File: src/rtl/uart_rx_pkg.sv
// Shared types and constants for the UART instruction receiver.
package uart_rx_pkg;

  typedef enum logic [1:0] {IDLE, START, DATA, STOP} rx_state_e;

  localparam int unsigned WORD_BYTES = 4;

  function automatic int unsigned clks_per_bit(input int unsigned clk_freq,
                                               input int unsigned baud);
    return clk_freq / baud;
  endfunction

endpackage

File: src/rtl/uart_rx_byte.sv
// 8N1 byte receiver: 2-flop synchroniser plus start/data/stop FSM.
// byte_valid / frame_err are one-cycle pulses registered at the stop-bit sample.
import uart_rx_pkg::*;

module uart_rx_byte #(
  parameter int unsigned CLKS_PER_BIT = 104
) (
  input  logic       clk12,
  input  logic       rstn,
  input  logic       rx,
  output logic [7:0] byte_data,
  output logic       byte_valid,
  output logic       frame_err
`ifdef RX_TIMEOUT_EN
  ,
  output logic       rx_idle,
  output logic       start_det
`endif
);

  localparam int unsigned CNT_W = $clog2(CLKS_PER_BIT);
  localparam logic [CNT_W-1:0] BIT_END  = CNT_W'(CLKS_PER_BIT - 1);
  localparam logic [CNT_W-1:0] HALF_END = CNT_W'(CLKS_PER_BIT / 2 - 1);

  logic             sync1_q, line_q, line_prev_q;
  rx_state_e        state_q, state_d;
  logic [CNT_W-1:0] cnt_q, cnt_d;
  logic [2:0]       bit_q, bit_d;
  logic [7:0]       shift_q, shift_d;
  logic             valid_q, valid_d;
  logic             err_q, err_d;
  logic             fall;

  always_ff @(posedge clk12 or negedge rstn) begin
    if (!rstn) begin
      sync1_q     <= 1'b1;
      line_q      <= 1'b1;
      line_prev_q <= 1'b1;
      state_q     <= IDLE;
      cnt_q       <= '0;
      bit_q       <= '0;
      shift_q     <= '0;
      valid_q     <= 1'b0;
      err_q       <= 1'b0;
    end else begin
      sync1_q     <= rx;
      line_q      <= sync1_q;
      line_prev_q <= line_q;
      state_q     <= state_d;
      cnt_q       <= cnt_d;
      bit_q       <= bit_d;
      shift_q     <= shift_d;
      valid_q     <= valid_d;
      err_q       <= err_d;
    end
  end

  // Edge detect keeps a line held low after a framing error from re-triggering.
  assign fall = line_prev_q & ~line_q;

  always_comb begin
    state_d = state_q;
    cnt_d   = cnt_q;
    bit_d   = bit_q;
    shift_d = shift_q;
    valid_d = 1'b0;
    err_d   = 1'b0;
    case (state_q)
      IDLE: begin
        if (fall) begin
          state_d = START;
          cnt_d   = CNT_W'(1);
        end
      end
      START: begin
        if (cnt_q == HALF_END) begin
          cnt_d   = '0;
          bit_d   = '0;
          state_d = line_q ? IDLE : DATA;
        end else begin
          cnt_d = cnt_q + 1'b1;
        end
      end
      DATA: begin
        if (cnt_q == BIT_END) begin
          cnt_d   = '0;
          shift_d = {line_q, shift_q[7:1]};
          bit_d   = bit_q + 1'b1;
          if (bit_q == 3'd7) state_d = STOP;
        end else begin
          cnt_d = cnt_q + 1'b1;
        end
      end
      STOP: begin
        if (cnt_q == BIT_END) begin
          cnt_d   = '0;
          state_d = IDLE;
          valid_d = line_q;
          err_d   = ~line_q;
        end else begin
          cnt_d = cnt_q + 1'b1;
        end
      end
      default: state_d = IDLE;
    endcase
  end

  assign byte_data  = shift_q;
  assign byte_valid = valid_q;
  assign frame_err  = err_q;

`ifdef RX_TIMEOUT_EN
  assign rx_idle   = (state_q == IDLE);
  assign start_det = (state_q == IDLE) && fall;
`endif

endmodule

File: src/rtl/uart_rx_instruction.sv
// Assembles four UART bytes (first byte -> [31:24]) into an instruction word with a 1-cycle strobe.
// Optional inter-byte timeout drops partial words when RX_TIMEOUT_EN is defined.
import uart_rx_pkg::*;

module uart_rx_instruction #(
  parameter int unsigned CLK_FREQ     = 12_000_000,
  parameter int unsigned BAUD         = 115200,
  parameter int unsigned TIMEOUT_BITS = 64
) (
  input  logic        clk12,
  input  logic        rstn,
  input  logic        rx,
  output logic [31:0] instruction,
  output logic        instruction_rcv
);

  localparam int unsigned CPB = clks_per_bit(CLK_FREQ, BAUD);

  if (CPB < 4 || TIMEOUT_BITS == 0) begin : g_bad_cfg
    $error("uart_rx_instruction: CLK_FREQ/BAUD must be >= 4 and TIMEOUT_BITS nonzero");
  end

  logic [7:0]  byte_data;
  logic        byte_valid, frame_err;
  logic [1:0]  cnt_q, cnt_d;
  logic [31:0] shreg_q, shreg_d;
  logic [31:0] instr_q, instr_d;
  logic        rcv_q, rcv_d;

`ifdef RX_TIMEOUT_EN
  localparam int unsigned GAP_LIMIT = TIMEOUT_BITS * CPB;
  localparam int unsigned GAP_W     = $clog2(GAP_LIMIT + 1);
  logic             rx_idle, start_det;
  logic [GAP_W-1:0] gap_q, gap_d;
`endif

  uart_rx_byte #(.CLKS_PER_BIT(CPB)) u_byte (
    .clk12      (clk12),
    .rstn       (rstn),
    .rx         (rx),
    .byte_data  (byte_data),
    .byte_valid (byte_valid),
    .frame_err  (frame_err)
`ifdef RX_TIMEOUT_EN
    ,
    .rx_idle    (rx_idle),
    .start_det  (start_det)
`endif
  );

  always_ff @(posedge clk12 or negedge rstn) begin
    if (!rstn) begin
      cnt_q   <= '0;
      shreg_q <= '0;
      instr_q <= '0;
      rcv_q   <= 1'b0;
`ifdef RX_TIMEOUT_EN
      gap_q   <= '0;
`endif
    end else begin
      cnt_q   <= cnt_d;
      shreg_q <= shreg_d;
      instr_q <= instr_d;
      rcv_q   <= rcv_d;
`ifdef RX_TIMEOUT_EN
      gap_q   <= gap_d;
`endif
    end
  end

  always_comb begin
    cnt_d   = cnt_q;
    shreg_d = shreg_q;
    instr_d = instr_q;
    rcv_d   = 1'b0;
    if (frame_err) begin
      cnt_d   = '0;
      shreg_d = '0;
    end else if (byte_valid) begin
      shreg_d = {shreg_q[23:0], byte_data};
      cnt_d   = cnt_q + 1'b1;
      if (cnt_q == 2'(WORD_BYTES - 1)) begin
        instr_d = {shreg_q[23:0], byte_data};
        rcv_d   = 1'b1;
      end
    end
`ifdef RX_TIMEOUT_EN
    gap_d = '0;
    if (!start_det && cnt_q != '0 && rx_idle) begin
      if (gap_q >= GAP_W'(GAP_LIMIT)) begin
        cnt_d   = '0;
        shreg_d = '0;
      end else begin
        gap_d = gap_q + 1'b1;
      end
    end
`endif
  end

  assign instruction     = instr_q;
  assign instruction_rcv = rcv_q;

endmodule

File: config.mk
export PLATFORM = sky130hd
export DESIGN_NAME = uart_rx_instruction
export DESIGN_NICKNAME = d
export VERILOG_FILES = /design/src/rtl/uart_rx_pkg.sv /design/src/rtl/uart_rx_byte.sv /design/src/rtl/uart_rx_instruction.sv
export SDC_FILE = /design/constraint.sdc
export NUM_CORES = 1
export LEC_CHECK = 0
export ABC_AREA = 1
export CAP_MARGIN = 20
export CELL_PAD_IN_SITES_DETAIL_PLACEMENT = 0
export CELL_PAD_IN_SITES_GLOBAL_PLACEMENT = 1
export CORE_MARGIN = 3
export CORE_UTILIZATION = 44
export DETAILED_ROUTE_END_ITERATION = 8
export GPL_TIMING_DRIVEN = 0
export PLACE_DENSITY = 0.79
export SKIP_CTS_REPAIR_TIMING = 1
export SYNTH_ARGS = -nofsm -noshare
export SYNTH_HDL_FRONTEND = slang
export SYNTH_SLANG_ARGS = --single-unit
File: constraint.sdc
create_clock -name clk12 -period 1.95 [get_ports clk12]
set_input_delay 0.195 -clock clk12 [delete_from_list [all_inputs] [get_ports clk12]]
set_output_delay 0.195 -clock clk12 [all_outputs]
set_load 0.005 [all_outputs]
==> key figures <==
Timing
  • Final clock period utilization by the worst path: around 83%
  • Pins over their slew limit: 0
  • Unrepaired setup endpoints after global routing: no
  • Final Skew: 0.01121 ns
  • Hold violation count in the final report: 0
  • Count of endpoints failing setup in the final report: 0
  • Final critical-path required period: 1.628 ns
  • Fmax: 614.3 MHz
  • Actual slew at the worst max-slew pin: 0.4268 ns
  • Rel. slew slack: 71.55%

Critical path
  • Arrival time at the worst endpoint: 1.87 ns
  • Worst Setup SP: u_byte.state_q[0]$_DFFE_PN0P_
  • Number of buffers and inverters on the critical path: 4
  • Crit path top cell by count: sky130_fd_sc_hd__inv_1
  • Element type at the critical path start: register
  • Critical register-to-register path startpoint: u_byte.state_q[0]$_DFFE_PN0P_
  • Worst path slowest cell: sky130_fd_sc_hd__dfrtp_1
  • Critical path fanouts, max: 6
  • Type of element capturing the critical path: register
  • Delay-heaviest family, CP: flip-flops
  • Cell chain of the critical path: inv_1 > ha_1 > inv_2 > nor2_1 > inv_1 > nand2_1 > inv_1 > nand2_2 > o21ai_0 > nand2_1
  • Crit Path Class: reg -> reg
  • Data required, critical path: 2.19 ns
  • CP max stage delay: 0.44 ns

Global route
  • Number of antenna violations at the first check in global routing: 0
  • Total global-route track usage: 16.96%
  • Pin count of the biggest net entering global routing: 61
  • Wire length of the first global-routing pass: 11960 µm
  • Number of global-route vias before repair: 2460
  • Overflow after GRT: 0

Die
  • Die width: between 90 and 100 µm
  • Top-level port count: 36
  • Core region area: about 7800 µm²
  • Total Die Area: a little over 9000 µm²
  • Starting density of the core: 45.49%
  • Cell Rows: 32
  • Vert. Die Dim: 95.61 µm

CTS
  • Max clock buf depth: 2
  • Clock insertion delay at the later pin of the skew report: 0.35 ns
  • Clock Sink Count: 84
  • Clk slew on worst S/H paths: approximately 0.09 ns
  • Clock tree from TritonCTS: built
  • Number of levels the H-tree was split into: 3
  • Clock tree root buffer cell: sky130_fd_sc_hd__clkbuf_8
  • Total CTS buffers: 9

Route
  • Post-detailed-routing wire length: around 6700 µm
  • DR vias/cell: between 4 and 5
  • Post-DRT Antenna Nets: 0
  • Drt initial violations: 132
  • Total number of vias: 2494
  • Routed len/inst: 12.85 µm
  • Post-detailed-route DRC marker count: 0
  • Iteration count of the initial detailed-routing pass: 4

Finish
  • Fraction of layout instances using a drive strength above 1: 14.11%
  • Design Area, Final: 4278 µm²
  • Layout overhead on the synthesized area: 21.07%
  • Core utilization of the finished layout: a little under three fifths
  • Highest-count cells in the layout ignoring fill and taps: sky130_fd_sc_hd__dfrtp_1, sky130_fd_sc_hd__nand2_1, sky130_fd_sc_hd__inv_1
  • Final-stage net count: 425
  • Most common cell after layout, fill and taps aside: sky130_fd_sc_hd__dfrtp_1
  • Antenna diodes: 0

Placement
  • Global placer's final weighted congestion: 0.7122
  • Total of buffers placed on input and output ports: 35
  • Post-DP Area: 4036 µm²
  • Total half-perimeter wirelength after legalization and detailed placement: about 4800 µm

Yosys
  • Async set-or-reset flop fraction in the synthesized netlist: 100.0%
  • Average footprint of a synthesized cell: 9.681 µm²
  • Number of register bits inferred by synthesis: 84
  • Prevailing post-synth register cell: sky130_fd_sc_hd__dfrtp_1
  • Number of unique standard cell types used by synthesis: 29
  • Gate count after technology mapping: 365
  • Yosys warning count: 0
  • Syn nets: 377
  • Synthesized area: 3533 µm²
  • Number of synthesized flops with an enable pin: 0
  • Fraction of the yosys area taken by sequential cells: 59.60%

Power and ir drop
  • Peak VDD IR: 0.0004771 V
  • Power density of the placed cells: 933.7 nW/µm²
  • Leakage power of the design: 1.969 nW
  • Total power draw: around 4.0 mW

Hold path
  • Worst hold path startpoint: rx
  • Min-Delay Path Class: in -> reg

Run status
  • Status: completed

Flow run
  • Number of maximum-capacitance violations: 0
-- worst reg2reg max path, stage by stage (launching register included) --
cell                      delay (ns)
sky130_fd_sc_hd__dfrtp_1        0.44
sky130_fd_sc_hd__inv_1          0.11
sky130_fd_sc_hd__ha_1           0.31
sky130_fd_sc_hd__inv_2          0.15
sky130_fd_sc_hd__nor2_1         0.05
sky130_fd_sc_hd__inv_1          0.04
sky130_fd_sc_hd__nand2_1        0.06
sky130_fd_sc_hd__inv_1          0.07
sky130_fd_sc_hd__nand2_2        0.06
sky130_fd_sc_hd__o21ai_0        0.17
sky130_fd_sc_hd__nand2_1        0.07
-- area by class of cell --
class,instances,area (µm²)
buffer,14,75.07
clock buffer,10,137.6
clock inverter,6,93.84
fill,716,3490
inverter,50,188.9
multi-input combinational,217,1164
sequential,84,2106
tap,102,127.6
timing repair buffer,37,385.4
-- kinds of logic (layout without fill, tap and decap cells) --
kind of cell               count (synthesis)  count (layout)  synth area share, %
and+or+nand+nor                          132             132                17.53
AOI/OAI and AO/OA                         72              72                11.23
adders and majority gates                  9               9                3.187
xor gates and xnor gates                   4               4               0.9917
DFF                                       84              84                59.60
buffers and inverters                     64             117                7.472
-- worst paths after layout --
kind / cells after the start / endpoint / slack (ns)
worst max-delay path: 10 / u_byte.state_q[0]$_DFFE_PN0P_ / 0.32
worst min-delay path: 1 / u_byte.sync1_q$_DFF_PN1_ / 0.25
worst max register to register: 10 / u_byte.state_q[0]$_DFFE_PN0P_ / 0.32
max in group asynchronous: 3 / u_byte.line_prev_q$_DFF_PN1_ / 1.02
min in group asynchronous: 2 / instruction[25]$_DFFE_PN0P_ / 0.28
worst min register to register: 0 / u_byte.line_q$_DFF_PN1_ / 0.36
-- through the flow --
step	hold WS (ns)	setup slack [ns]	setup TNS [ns]	cells
floorplan	-0.1006	0.5096	0	365
global placement	0.3460	-2.339	-193.21	502
detailed placement	0.1229	0.3049	0	503
CTS	-0.2648	0.2852	0	519
global route	0.2327	0.1334	0	520
finish	0.2458	0.3220	0	520
-- power breakdown --
group	internal, mW	leakage, nW	switching, mW
Clock	0.768	0.113	0.659
Sequential	1.80	1.16	0.0582
Combinational	0.245	0.699	0.462
Total	2.81	1.97	1.18
-- Yosys cell counts, types with 2 or more instances --
| master | number | share of area, % |
|---|---|---|
| sky130_fd_sc_hd__o21ai_2 | 5 | 1.2 |
| sky130_fd_sc_hd__nor2_1 | 15 | 1.6 |
| sky130_fd_sc_hd__nand3_1 | 25 | 3.5 |
| sky130_fd_sc_hd__nor2_2 | 3 | 0.53 |
| sky130_fd_sc_hd__dfrtp_1 | 81 | 57 |
| sky130_fd_sc_hd__o21ai_0 | 22 | 3.1 |
| sky130_fd_sc_hd__o22ai_1 | 5 | 0.89 |
| sky130_fd_sc_hd__xor2_1 | 3 | 0.74 |
| sky130_fd_sc_hd__nand2_1 | 73 | 7.8 |
| sky130_fd_sc_hd__inv_1 | 46 | 4.9 |
| sky130_fd_sc_hd__nand2_2 | 7 | 1.2 |
| sky130_fd_sc_hd__a21oi_1 | 5 | 0.71 |
| sky130_fd_sc_hd__nand2_4 | 3 | 0.96 |
| sky130_fd_sc_hd__o21ai_1 | 34 | 4.8 |
| sky130_fd_sc_hd__dfstp_2 | 3 | 2.2 |
| sky130_fd_sc_hd__ha_1 | 9 | 3.2 |
| sky130_fd_sc_hd__nand4_1 | 2 | 0.35 |
| sky130_fd_sc_hd__clkbuf_1 | 3 | 0.32 |
| sky130_fd_sc_hd__inv_2 | 3 | 0.32 |
| sky130_fd_sc_hd__buf_2 | 9 | 1.3 |
-- metal layers --
| layer | part of all wire, % | GRT usage [%] | up-vias |
|---|---|---|---|
| li1 | - | - | 1263 |
| met1 | 52 | 24.87 | 1176 |
| met2 | 43 | 24.67 | 47 |
| met3 | 3.7 | 3.394 | 8 |
| met4 | 1.5 | 6.754 | 0 |
| met5 | 0 | 0 | - |
-- registers in the layout, indices dropped and copies added (netlist names), named ones only --
| register | count |
|---|---|
| u_byte.byte_valid | 1 |
| u_byte.line_prev_q | 1 |
| u_byte.cnt_q | 7 |
| u_byte.sync1_q | 1 |
| cnt_q | 2 |
| instruction_rcv | 1 |
| u_byte.frame_err | 1 |
| u_byte.line_q | 1 |
| u_byte.bit_q | 3 |
| u_byte.state_q | 1 |
| shreg_q | 24 |
| u_byte.byte_data | 8 |
| instruction | 32 |
(Power assumes the default switching activity.)
